File: src/rtl/ppu_pkg.sv
// Shared types, bus constants and loopy-v helpers for the PPU background path.
package ppu_pkg;

    typedef enum logic [1:0] {
        IDLE    = 2'd0,
        PRELOAD = 2'd1,
        RENDER  = 2'd2
    } bg_state_t;

    localparam logic [15:0] NT_BASE = 16'h2000;
    localparam logic [15:0] AT_BASE = 16'h23C0;

    // Loopy v field positions
    localparam int V_COARSE_X_LSB = 0;
    localparam int V_COARSE_X_MSB = 4;
    localparam int V_COARSE_Y_LSB = 5;
    localparam int V_COARSE_Y_MSB = 9;
    localparam int V_NT_LSB       = 10;
    localparam int V_NT_MSB       = 11;
    localparam int V_FINE_Y_LSB   = 12;
    localparam int V_FINE_Y_MSB   = 14;

    function automatic logic [15:0] nt_addr(input logic [14:0] v);
        return NT_BASE | {4'b0, v[V_NT_MSB:0]};
    endfunction

    function automatic logic [15:0] at_addr(input logic [14:0] v);
        return AT_BASE | {4'b0, v[V_NT_MSB:V_NT_LSB], 4'b0,
                          v[V_COARSE_Y_MSB -: 3], v[V_COARSE_X_MSB -: 3]};
    endfunction

    function automatic logic [15:0] pt_addr(input logic table_sel, input logic [7:0] id,
                                            input logic plane, input logic [14:0] v);
        return {3'b0, table_sel, id, plane, v[V_FINE_Y_MSB:V_FINE_Y_LSB]};
    endfunction

    // Quadrant inside the 32x32 attribute cell picks which 2-bit palette field applies
    function automatic logic [1:0] at_select(input logic [7:0] at, input logic [14:0] v);
        logic [2:0] sh;
        sh = {v[V_COARSE_Y_LSB + 1], v[V_COARSE_X_LSB + 1], 1'b0};
        return at[sh +: 2];
    endfunction

    function automatic logic [14:0] coarse_x_inc(input logic [14:0] v);
        logic [14:0] r;
        r = v;
        if (v[V_COARSE_X_MSB:V_COARSE_X_LSB] == 5'd31) begin
            r[V_COARSE_X_MSB:V_COARSE_X_LSB] = 5'd0;
            r[V_NT_LSB] = ~v[V_NT_LSB];
        end else begin
            r[V_COARSE_X_MSB:V_COARSE_X_LSB] = v[V_COARSE_X_MSB:V_COARSE_X_LSB] + 5'd1;
        end
        return r;
    endfunction

endpackage

File: src/rtl/ppu_bg_shifter.sv
// One 16-bit background shift register: byte load into the low half, shift left otherwise.
module ppu_bg_shifter
    import ppu_pkg::*;
(
    input  logic        clk,
    input  logic        rst_n,
    input  logic        load,
    input  logic        preload,
    input  logic        shift,
    input  logic [7:0]  din,
    output logic [15:0] q
);

    always_ff @(posedge clk) begin
        if (!rst_n) begin
            q <= 16'd0;
        end else if (load && preload) begin
            q <= {q[7:0], din};
        end else if (load) begin
            // Shift and reload land in the same cycle while pixels are streaming
            q <= {q[14:7], din};
        end else if (shift) begin
            q <= {q[14:0], 1'b0};
        end
    end

endmodule

File: src/rtl/ppu_bg_fetcher.sv
// Background tile fetcher: 8-cycle NT/AT/PT fetch loop feeding four shifters, one pixel per cycle.
module ppu_bg_fetcher
    import ppu_pkg::*;
#(
    parameter int NUM_PIXELS    = 256,
    parameter int PRELOAD_TILES = 2
) (
    input  logic        ppu_clk,
    input  logic        rst_n,
    input  logic        start,
    input  logic [14:0] start_v,
    input  logic [2:0]  fine_x,
    input  logic        bg_table,
    output logic [15:0] ppu_ab,
    input  logic [7:0]  ppu_do,
    output logic [3:0]  pixel,
    output logic        pixel_valid,
    output logic        busy,
    output logic        done
);

    localparam int RENDER_TILES = NUM_PIXELS / 8;
    localparam int TW           = $clog2(RENDER_TILES + PRELOAD_TILES + 1);

    bg_state_t     state;
    logic [2:0]    phase;
    logic [TW-1:0] tile_cnt;
    logic [14:0]   v;
    logic [2:0]    fine_x_q;
    logic          bg_table_q;
    logic [7:0]    tile_id;
    logic [1:0]    pal;
    logic [7:0]    pt_lo;
    logic          last_tile;

    logic [15:0]   sr_pt_lo, sr_pt_hi, sr_pal_lo, sr_pal_hi;
    logic          sh_load, sh_preload, sh_shift;
    logic [3:0]    bit_sel;

    assign last_tile = (state == PRELOAD) ? (tile_cnt == TW'(PRELOAD_TILES - 1))
                                          : (tile_cnt == TW'(RENDER_TILES - 1));

    // start is taken only while idle (busy low); busy covers the whole line, done pulses once after
    always_ff @(posedge ppu_clk) begin
        if (!rst_n) begin
            state       <= IDLE;
            phase       <= 3'd0;
            tile_cnt    <= '0;
            v           <= 15'd0;
            fine_x_q    <= 3'd0;
            bg_table_q  <= 1'b0;
            tile_id     <= 8'd0;
            pal         <= 2'd0;
            pt_lo       <= 8'd0;
            ppu_ab      <= 16'd0;
            pixel_valid <= 1'b0;
            busy        <= 1'b0;
            done        <= 1'b0;
        end else begin
            done <= 1'b0;
            case (state)
                IDLE: begin
                    ppu_ab <= 16'd0;
                    if (start) begin
                        v          <= start_v;
                        fine_x_q   <= fine_x;
                        bg_table_q <= bg_table;
                        phase      <= 3'd0;
                        tile_cnt   <= '0;
                        ppu_ab     <= nt_addr(start_v);
                        busy       <= 1'b1;
                        state      <= PRELOAD;
                    end
                end
                default: begin
                    phase <= phase + 3'd1;
                    // ppu_ab is set one cycle ahead for the phase that follows
                    case (phase)
                        3'd1: begin
                            tile_id <= ppu_do;
                            ppu_ab  <= at_addr(v);
                        end
                        3'd3: begin
                            pal    <= at_select(ppu_do, v);
                            ppu_ab <= pt_addr(bg_table_q, tile_id, 1'b0, v);
                        end
                        3'd5: begin
                            pt_lo  <= ppu_do;
                            ppu_ab <= pt_addr(bg_table_q, tile_id, 1'b1, v);
                        end
                        3'd7: begin
                            v        <= coarse_x_inc(v);
                            ppu_ab   <= nt_addr(coarse_x_inc(v));
                            tile_cnt <= tile_cnt + 1'b1;
                            if (last_tile) begin
                                tile_cnt <= '0;
                                if (state == PRELOAD) begin
                                    state       <= RENDER;
                                    pixel_valid <= 1'b1;
                                end else begin
                                    state       <= IDLE;
                                    pixel_valid <= 1'b0;
                                    busy        <= 1'b0;
                                    done        <= 1'b1;
                                    ppu_ab      <= 16'd0;
                                end
                            end
                        end
                        default: ppu_ab <= 16'd0;
                    endcase
                end
            endcase
        end
    end

    assign sh_load    = (state != IDLE) && (phase == 3'd7);
    assign sh_preload = (state == PRELOAD);
    assign sh_shift   = (state == RENDER);

    ppu_bg_shifter u_sr_pt_lo (
        .clk(ppu_clk), .rst_n(rst_n), .load(sh_load), .preload(sh_preload),
        .shift(sh_shift), .din(pt_lo), .q(sr_pt_lo)
    );

    ppu_bg_shifter u_sr_pt_hi (
        .clk(ppu_clk), .rst_n(rst_n), .load(sh_load), .preload(sh_preload),
        .shift(sh_shift), .din(ppu_do), .q(sr_pt_hi)
    );

    ppu_bg_shifter u_sr_pal_lo (
        .clk(ppu_clk), .rst_n(rst_n), .load(sh_load), .preload(sh_preload),
        .shift(sh_shift), .din({8{pal[0]}}), .q(sr_pal_lo)
    );

    ppu_bg_shifter u_sr_pal_hi (
        .clk(ppu_clk), .rst_n(rst_n), .load(sh_load), .preload(sh_preload),
        .shift(sh_shift), .din({8{pal[1]}}), .q(sr_pal_hi)
    );

    assign bit_sel = 4'd15 - {1'b0, fine_x_q};
    assign pixel   = pixel_valid ? {sr_pal_hi[bit_sel], sr_pal_lo[bit_sel],
                                    sr_pt_hi[bit_sel], sr_pt_lo[bit_sel]} : 4'd0;

endmodule
File: config.mk
export PLATFORM = sky130hd
export DESIGN_NAME = ppu_bg_fetcher
export DESIGN_NICKNAME = d
export VERILOG_FILES = /design/src/rtl/ppu_pkg.sv /design/src/rtl/ppu_bg_shifter.sv /design/src/rtl/ppu_bg_fetcher.sv
export SDC_FILE = /design/constraint.sdc
export NUM_CORES = 1
export LEC_CHECK = 0
export ABC_AREA = 1
export ABC_CLOCK_PERIOD_IN_PS = 1900
export CAP_MARGIN = 25
export CORE_UTILIZATION = 58
export CTS_CLUSTER_DIAMETER = 120
export DETAILED_ROUTE_END_ITERATION = 16
export GPL_TIMING_DRIVEN = 0
export PLACE_DENSITY = 0.8
export SLEW_MARGIN = 40
export SYNTH_ARGS = -nofsm -noshare
export SYNTH_HDL_FRONTEND = slang
export SYNTH_SLANG_ARGS = --single-unit
File: constraint.sdc
create_clock -name ppu_clk -period 1.9 [get_ports ppu_clk]
set_input_delay 0.38 -clock ppu_clk [delete_from_list [all_inputs] [get_ports ppu_clk]]
set_output_delay 0.38 -clock ppu_clk [all_outputs]
set_load 0.005 [all_outputs]
# Word level (Yosys, flattened, before mapping)
# Index checks and enable logic that the tools add are counted.
dict set report word_totals {
  ff_bits 131
  latch_bits 0
  mem_bits_rw 0
  rom_bits 0
  elab_cells 106
  memories 0
}
dict set report classes {
  addsub 4
  mul 0
  n_div 0
  order_cmp 1
  n_eq_ne 11
  n_shift 1
  mux 50
  bitwise 5
  reduce_logical 16
}
# op n
set op_table {}
lappend op_table {{$mux 16} 13}
lappend op_table {{$pmux 14 s4} 1}
lappend op_table {{$mux 14} 3}
lappend op_table {{$mux 15} 2}
lappend op_table {{$mux 6} 4}
lappend op_table {{$bmux 1 s4} 4}
lappend op_table {{$mux 1} 13}
lappend op_table {{$mux 11} 1}
lappend op_table {{$mux 2} 5}
lappend op_table {{$reduce_and 2->1} 5}
lappend op_table {{$shiftx 8x4->2} 1}
lappend op_table {{$add 6x1->6 const B} 1}
lappend op_table {{$eq 3x3->1 const B} 2}
lappend op_table {{$eq 6x1->1 const B} 1}
lappend op_table {{$eq 6x5->1 const B} 1}
lappend op_table {{$mux 3} 2}
lappend op_table {{$reduce_and 3->1} 2}
lappend op_table {{$reduce_bool 2->1} 3}
lappend op_table {{$add 5x1->5 const B} 1}
lappend op_table {{$eq 5x5->1 const B} 1}
lappend op_table {{$lt 4x5->1 const B} 1}
lappend op_table {{$mux 5} 1}
lappend op_table {{$not 1->1} 5}
lappend op_table {{$mux 4} 1}
lappend op_table {{other kinds (12)} 14}

# Longest topological paths before layout
dict set report depth {
  ltp_word 6
  depth_mapped 12
  ltp_nobuf 11
}

# By module
# A second synthesis with hierarchy kept.
dict set report hier_totals {
  hier_cells 1067
  hier_area_um2 7074.3
}
# module n_inst cells_each area_per_inst_um2 seq_area_each_um2
set modules_own_cells {}
lappend modules_own_cells {ppu_bg_shifter 4 151 934.6 320.3}
lappend modules_own_cells {ppu_bg_fetcher 1 463 3335.7 1301.2}

# Worst setup path before layout
# No wires, ideal clock.
dict set report synth_path {
  path_type {reg2reg}
  startpoint {reg phase[0]}
  endpoint {reg u_sr_pal_lo.q[10]}
  arrival_ns 1.521
  t_required_ns 1.784
  path_slack_ns 0.263
  path_stages_with_launch 10
  period_less_slack_ns 1.637
  cell_sequence {dfxtp_1 ha_1 ha_1 buf_2 nand2_1 buf_4 buf_2 a21oi_1 o211ai_1 inv_1}
}
dict set report synth_via {
  elab_chain_len 4
  word_cells_on_any_way 6
}
# item line
set synth_lines {}
lappend synth_lines {{start, declared} ppu_bg_fetcher.sv:26} ;# logic [2:0] phase;
lappend synth_lines {{start signal, assigned} ppu_bg_fetcher.sv:76} ;# phase <= phase + 3'd1;
lappend synth_lines {{$eq 3x3->1 (*)} ppu_bg_fetcher.sv:116} ;# assign sh_load = (state != IDLE) && (phase == 3'd7);
lappend synth_lines {{$logic_and 1x1->1 (*)} ppu_bg_fetcher.sv:116}
lappend synth_lines {{$mux 16 or $logic_and 1x1->1 (tied branches)} {ppu_bg_shifter.sv:19, ppu_bg_shifter.sv:17}}
lappend synth_lines {{$mux 16 or $reduce_bool 3->1 (tied branches)} n/a}
lappend synth_lines {{end signal, assigned} ppu_bg_shifter.sv:18} ;# q <= {q[7:0], din};
lappend synth_lines {{end signal, assigned} ppu_bg_shifter.sv:21} ;# q <= {q[14:7], din};
lappend synth_lines {{end signal, assigned} ppu_bg_shifter.sv:23} ;# q <= {q[14:0], 1'b0};
lappend synth_lines {{end, declared} ppu_bg_shifter.sv:11} ;# output logic [15:0] q
# Every way passes the cells marked *; elsewhere a longest branch is shown, timed or not.
# A chain may end at the register's enable or synchronous reset.

# Worst setup path after layout
dict set report layout_path {
  startpoint {reg fine_x_q[0]}
  endpoint {out pixel[1]}
}
dict set report layout_via {
  elab_chain_len 4
}
# item line
set layout_lines {}
lappend layout_lines {{start, declared} ppu_bg_fetcher.sv:29} ;# logic [2:0] fine_x_q;
lappend layout_lines {{start signal, assigned} ppu_bg_fetcher.sv:66} ;# fine_x_q <= fine_x;
lappend layout_lines {{$sub 4x3->4} ppu_bg_fetcher.sv:140} ;# assign bit_sel = 4'd15 - {1'b0, fine_x_q};
lappend layout_lines {{$bmux 1 s4} ppu_bg_fetcher.sv:142} ;# sr_pt_hi[bit_sel], sr_pt_lo[bit_sel]} : 4'd0;
lappend layout_lines {{$mux 1 (implied by the code)} ppu_bg_fetcher.sv:142}
lappend layout_lines {{$mux 4} ppu_bg_fetcher.sv:141} ;# assign pixel = pixel_valid ? {sr_pal_hi[bit_sel], sr_pal_lo[bit_sel],
lappend layout_lines {{end, declared} ppu_bg_fetcher.sv:16} ;# output logic [3:0] pixel,
# No other way between the ends. The select of a mux whose other input is x is not followed.

==> flow_metrics.env <==
export IMPL_wl_um=18380
export IMPL_synthToLayoutAreaGrowth_pct=22.75
export IMPL_drtIter0Drc=730
export IMPL_crit_chain="clkbuf_4 > a21oi_1 > o21ai_0 > a31oi_1 > buf_2"
export IMPL_port_buffers=50
export IMPL_n_antenna_cell=0
export IMPL_worst_slew_pin_slew_ps=629.1
export IMPL_dr_wl_met3_um=1346
export IMPL_power_leakage_nw=3.416
export IMPL_highest_layer="met4"
export IMPL_nets=973
export IMPL_clock_sinks=129
export IMPL_p_per_area_nw_per_um2=920.7
export IMPL_drive_gt1_frac=0.1152
export IMPL_fin_cells=1082
export IMPL_critPathLaunchType="register"
export IMPL_root_buffer="clkbuf_8"
export IMPL_synth_area_top_cells="dfxtp_1, o21ai_0, nand2_1"
export IMPL_cts_buffers_inserted=17
export IMPL_vias=6253
export IMPL_grt_setup_unrepaired="true"
export IMPL_status="finished, violations left"
export IMPL_cp_max_fo=10
export IMPL_postSynthAreaPerCell_um2=7.129
export IMPL_cts_hold_buf=0
export IMPL_syn_area_um2=6110
export IMPL_vias_per_cell=5.779
export IMPL_dieArea_um2=10950
export IMPL_maxCapViolCount=0
export IMPL_path_buf_inv=2
export IMPL_synth_top_cell_area_share=0.4227
export IMPL_gp_congestion=0.9332
export IMPL_cts_tree="done"
export IMPL_yosysSeqAreaShare=0.4227
export IMPL_dpl_cell_count=1044
export IMPL_startpoint="fine_x_q[0]"
export IMPL_overflow=0
export IMPL_synth_edf_count=0
export IMPL_finClkSkew_ps=5.988
export IMPL_met1_length_um=7416
export IMPL_hp_class="input pin to register"
export IMPL_routedWlPerCell_um=16.98
export IMPL_antenna_found_initial=0
export IMPL_drcViolationCount=0
export IMPL_grt_pass1_vias=6041
export IMPL_synth_most_common_cell="nand2_1"
export IMPL_async_flop_share=0
export IMPL_crit_arrival_ps=1720
export IMPL_die_width_um=104.6
export IMPL_drt_pass1_iter_count=8
export IMPL_utilization=0.7297
export IMPL_worst_ep_required_time_ps=1520
export IMPL_pre_cts_ws_ps=-475.8
export IMPL_clkSlewWorstSetupHoldPaths_ps=60
export IMPL_setup_viol=4
export IMPL_timing_final_ws_setup_ps=-200.3
export IMPL_period_share=1.105
export IMPL_crit_path_end_kind="output port"
export IMPL_grt_use_total=0.3349
export IMPL_io_pins=53
export IMPL_grt_pass1_wl_um=28960
export IMPL_synth_cells=857
export IMPL_crit_type="register to output port"
export IMPL_insertion_delay_ps=530
export IMPL_place_area_um2=6784
export IMPL_dieHeight_um=104.6
export IMPL_slowest_delay_ps=380
export IMPL_wl_met2_um=8987
export IMPL_final_antenna_net_count=0
export IMPL_timing_rr_start="state[0]"
export IMPL_dp_hpwl_um=12400
export IMPL_core_area_um2=10280
export IMPL_clockBufferDepth=2
export IMPL_hold_start="start_v[9]"
export IMPL_cts_htree_levels=4
export IMPL_slew_violations=0
export IMPL_yosys_area_top_type="dfxtp_1"
export IMPL_finalCriticalPeriod_ps=2100
export IMPL_synth_flop_cell="dfxtp_1"
export IMPL_hold_viol_final=0
export IMPL_ir_drop_uv=635.9
export IMPL_std_cell_rows=37
export IMPL_power_mw=6.905
export IMPL_failed_checks="setup timing"
export IMPL_max_freq_mhz=476.1
export IMPL_critical_path_top_delay_family="compound AO/OA/AOI/OAI gates"
export IMPL_final_cell_area_um2=7500
export IMPL_synth_distinct_cells=40
export IMPL_crit_slowest_cell="dfxtp_4"
export IMPL_initial_utilization=0.5945
export IMPL_ys_seq_elements=129
export IMPL_synth_warnings=0
export IMPL_ys_top_cells_by_count="nand2_1, inv_1, dfxtp_1"
export IMPL_grt_max_degree=17
export IMPL_relSlewSlack=0.5806
[per-stage QoR]
| stage | hold WS (ps) | TNS, ps |
|---|---|---|
| 6_report | 435.8 | -771.5 |
| 3_3_place_gp | 431.7 | -17110 |
| 4_1_cts | 427.0 | -685.9 |
| 3_5_place_dp | 440.3 | -22480 |
| 5_1_grt | 440.6 | -1022 |
| 2_1_floorplan | 430.3 | 0 |
[report_power, final]
part	switching, mW	total, mW	internal, mW
logic	0.639	1.06	0.418
clock network	1.14	2.83	1.69
registers	0.138	3.01	2.88
total	1.92	6.90	4.99
[cells by family (layout without fill, tap and decap cells)]
kind of cell / count (synthesis) / count (layout) / share of synthesized area
compound gates: 278 / 278 / 0.2554
flops: 129 / 129 / 0.4227
buf+inv: 187 / 275 / 0.1251
simple gates: 250 / 250 / 0.1747
fa+ha+maj: 7 / 7 / 0.01433
xor+xnor: 5 / 5 / 0.007169
other cells: 1 / 2 / 0.0006138
[per-layer routing]
metal  global-route usage  vias up
met1               0.3934     2885
met3              0.07049       63
li1                     -     2959
met2               0.5823      346
met4               0.1569        0
met5                    0        -
[flip-flops by register name, indices dropped and copies added (netlist names), 6 cells and up]
register and flops:
u_sr_pal_hi.q 16, u_sr_pal_lo.q 16, u_sr_pt_hi.q 16, u_sr_pt_lo.q 16, v 15, ppu_ab 14
pt_lo 8, tile_id 8, tile_cnt 6
[layout make-up]
class                           instances  area, µm²
Clock buffer                           21      429.2
Clock inverter                          8      67.56
Tap cell                              136      170.2
Timing Repair Buffer                   60      579.3
Inverter                              138      544.3
Buffer                                 48      301.5
Sequential cell                       129       2594
Multi-Input combinational cell        542       2814
Fill cell                             826       2778
[cell usage in the layout, fill, tap and decap left out, drive strengths merged]
master,instances
clkdlybuf4s50,46
o211ai,27
xnor2,2
clkinvlp,1
nor2,48
buf,39
conb,2
ha,7
o21ai,124
a21oi,88
o22ai,4
nor3,9
xor2,3
a211oi,2
o21bai,21
o31ai,1
clkinv,8
a21boi,1
bufinv,1
nand3,38
or2,1
a22o,1
nand2,153
clkbuf,44
nand4,1
o311ai,1
inv,136
a31oi,7
o32ai,1
dfxtp,129
[timing repair]
item                       CTS  global route
setup endpoints to repair   53            79
gates cloned                 0             1
pin swaps                    3             9
setup buffers                3             6
resized for setup           56            37
[path summary, 6_finish.rpt]
| check | end | slack [ps] | depth (start not counted) |
|---|---|---|---|
| worst max-delay path | pixel[1] | -200 | 5 |
| worst min-delay path | v[9] | 440 | 3 |
| worst max register to register | state[0] | 70 | 7 |
| worst min register to register | busy | 450 | 2 |
[worst min-delay path, delay by kind of cell]
kind,cells,cell delay (ps)
buffers and inverters,1,390
AND/OR/NAND/NOR,1,80
AO/OA/AOI/OAI,1,60
(Power assumes the default switching activity.)
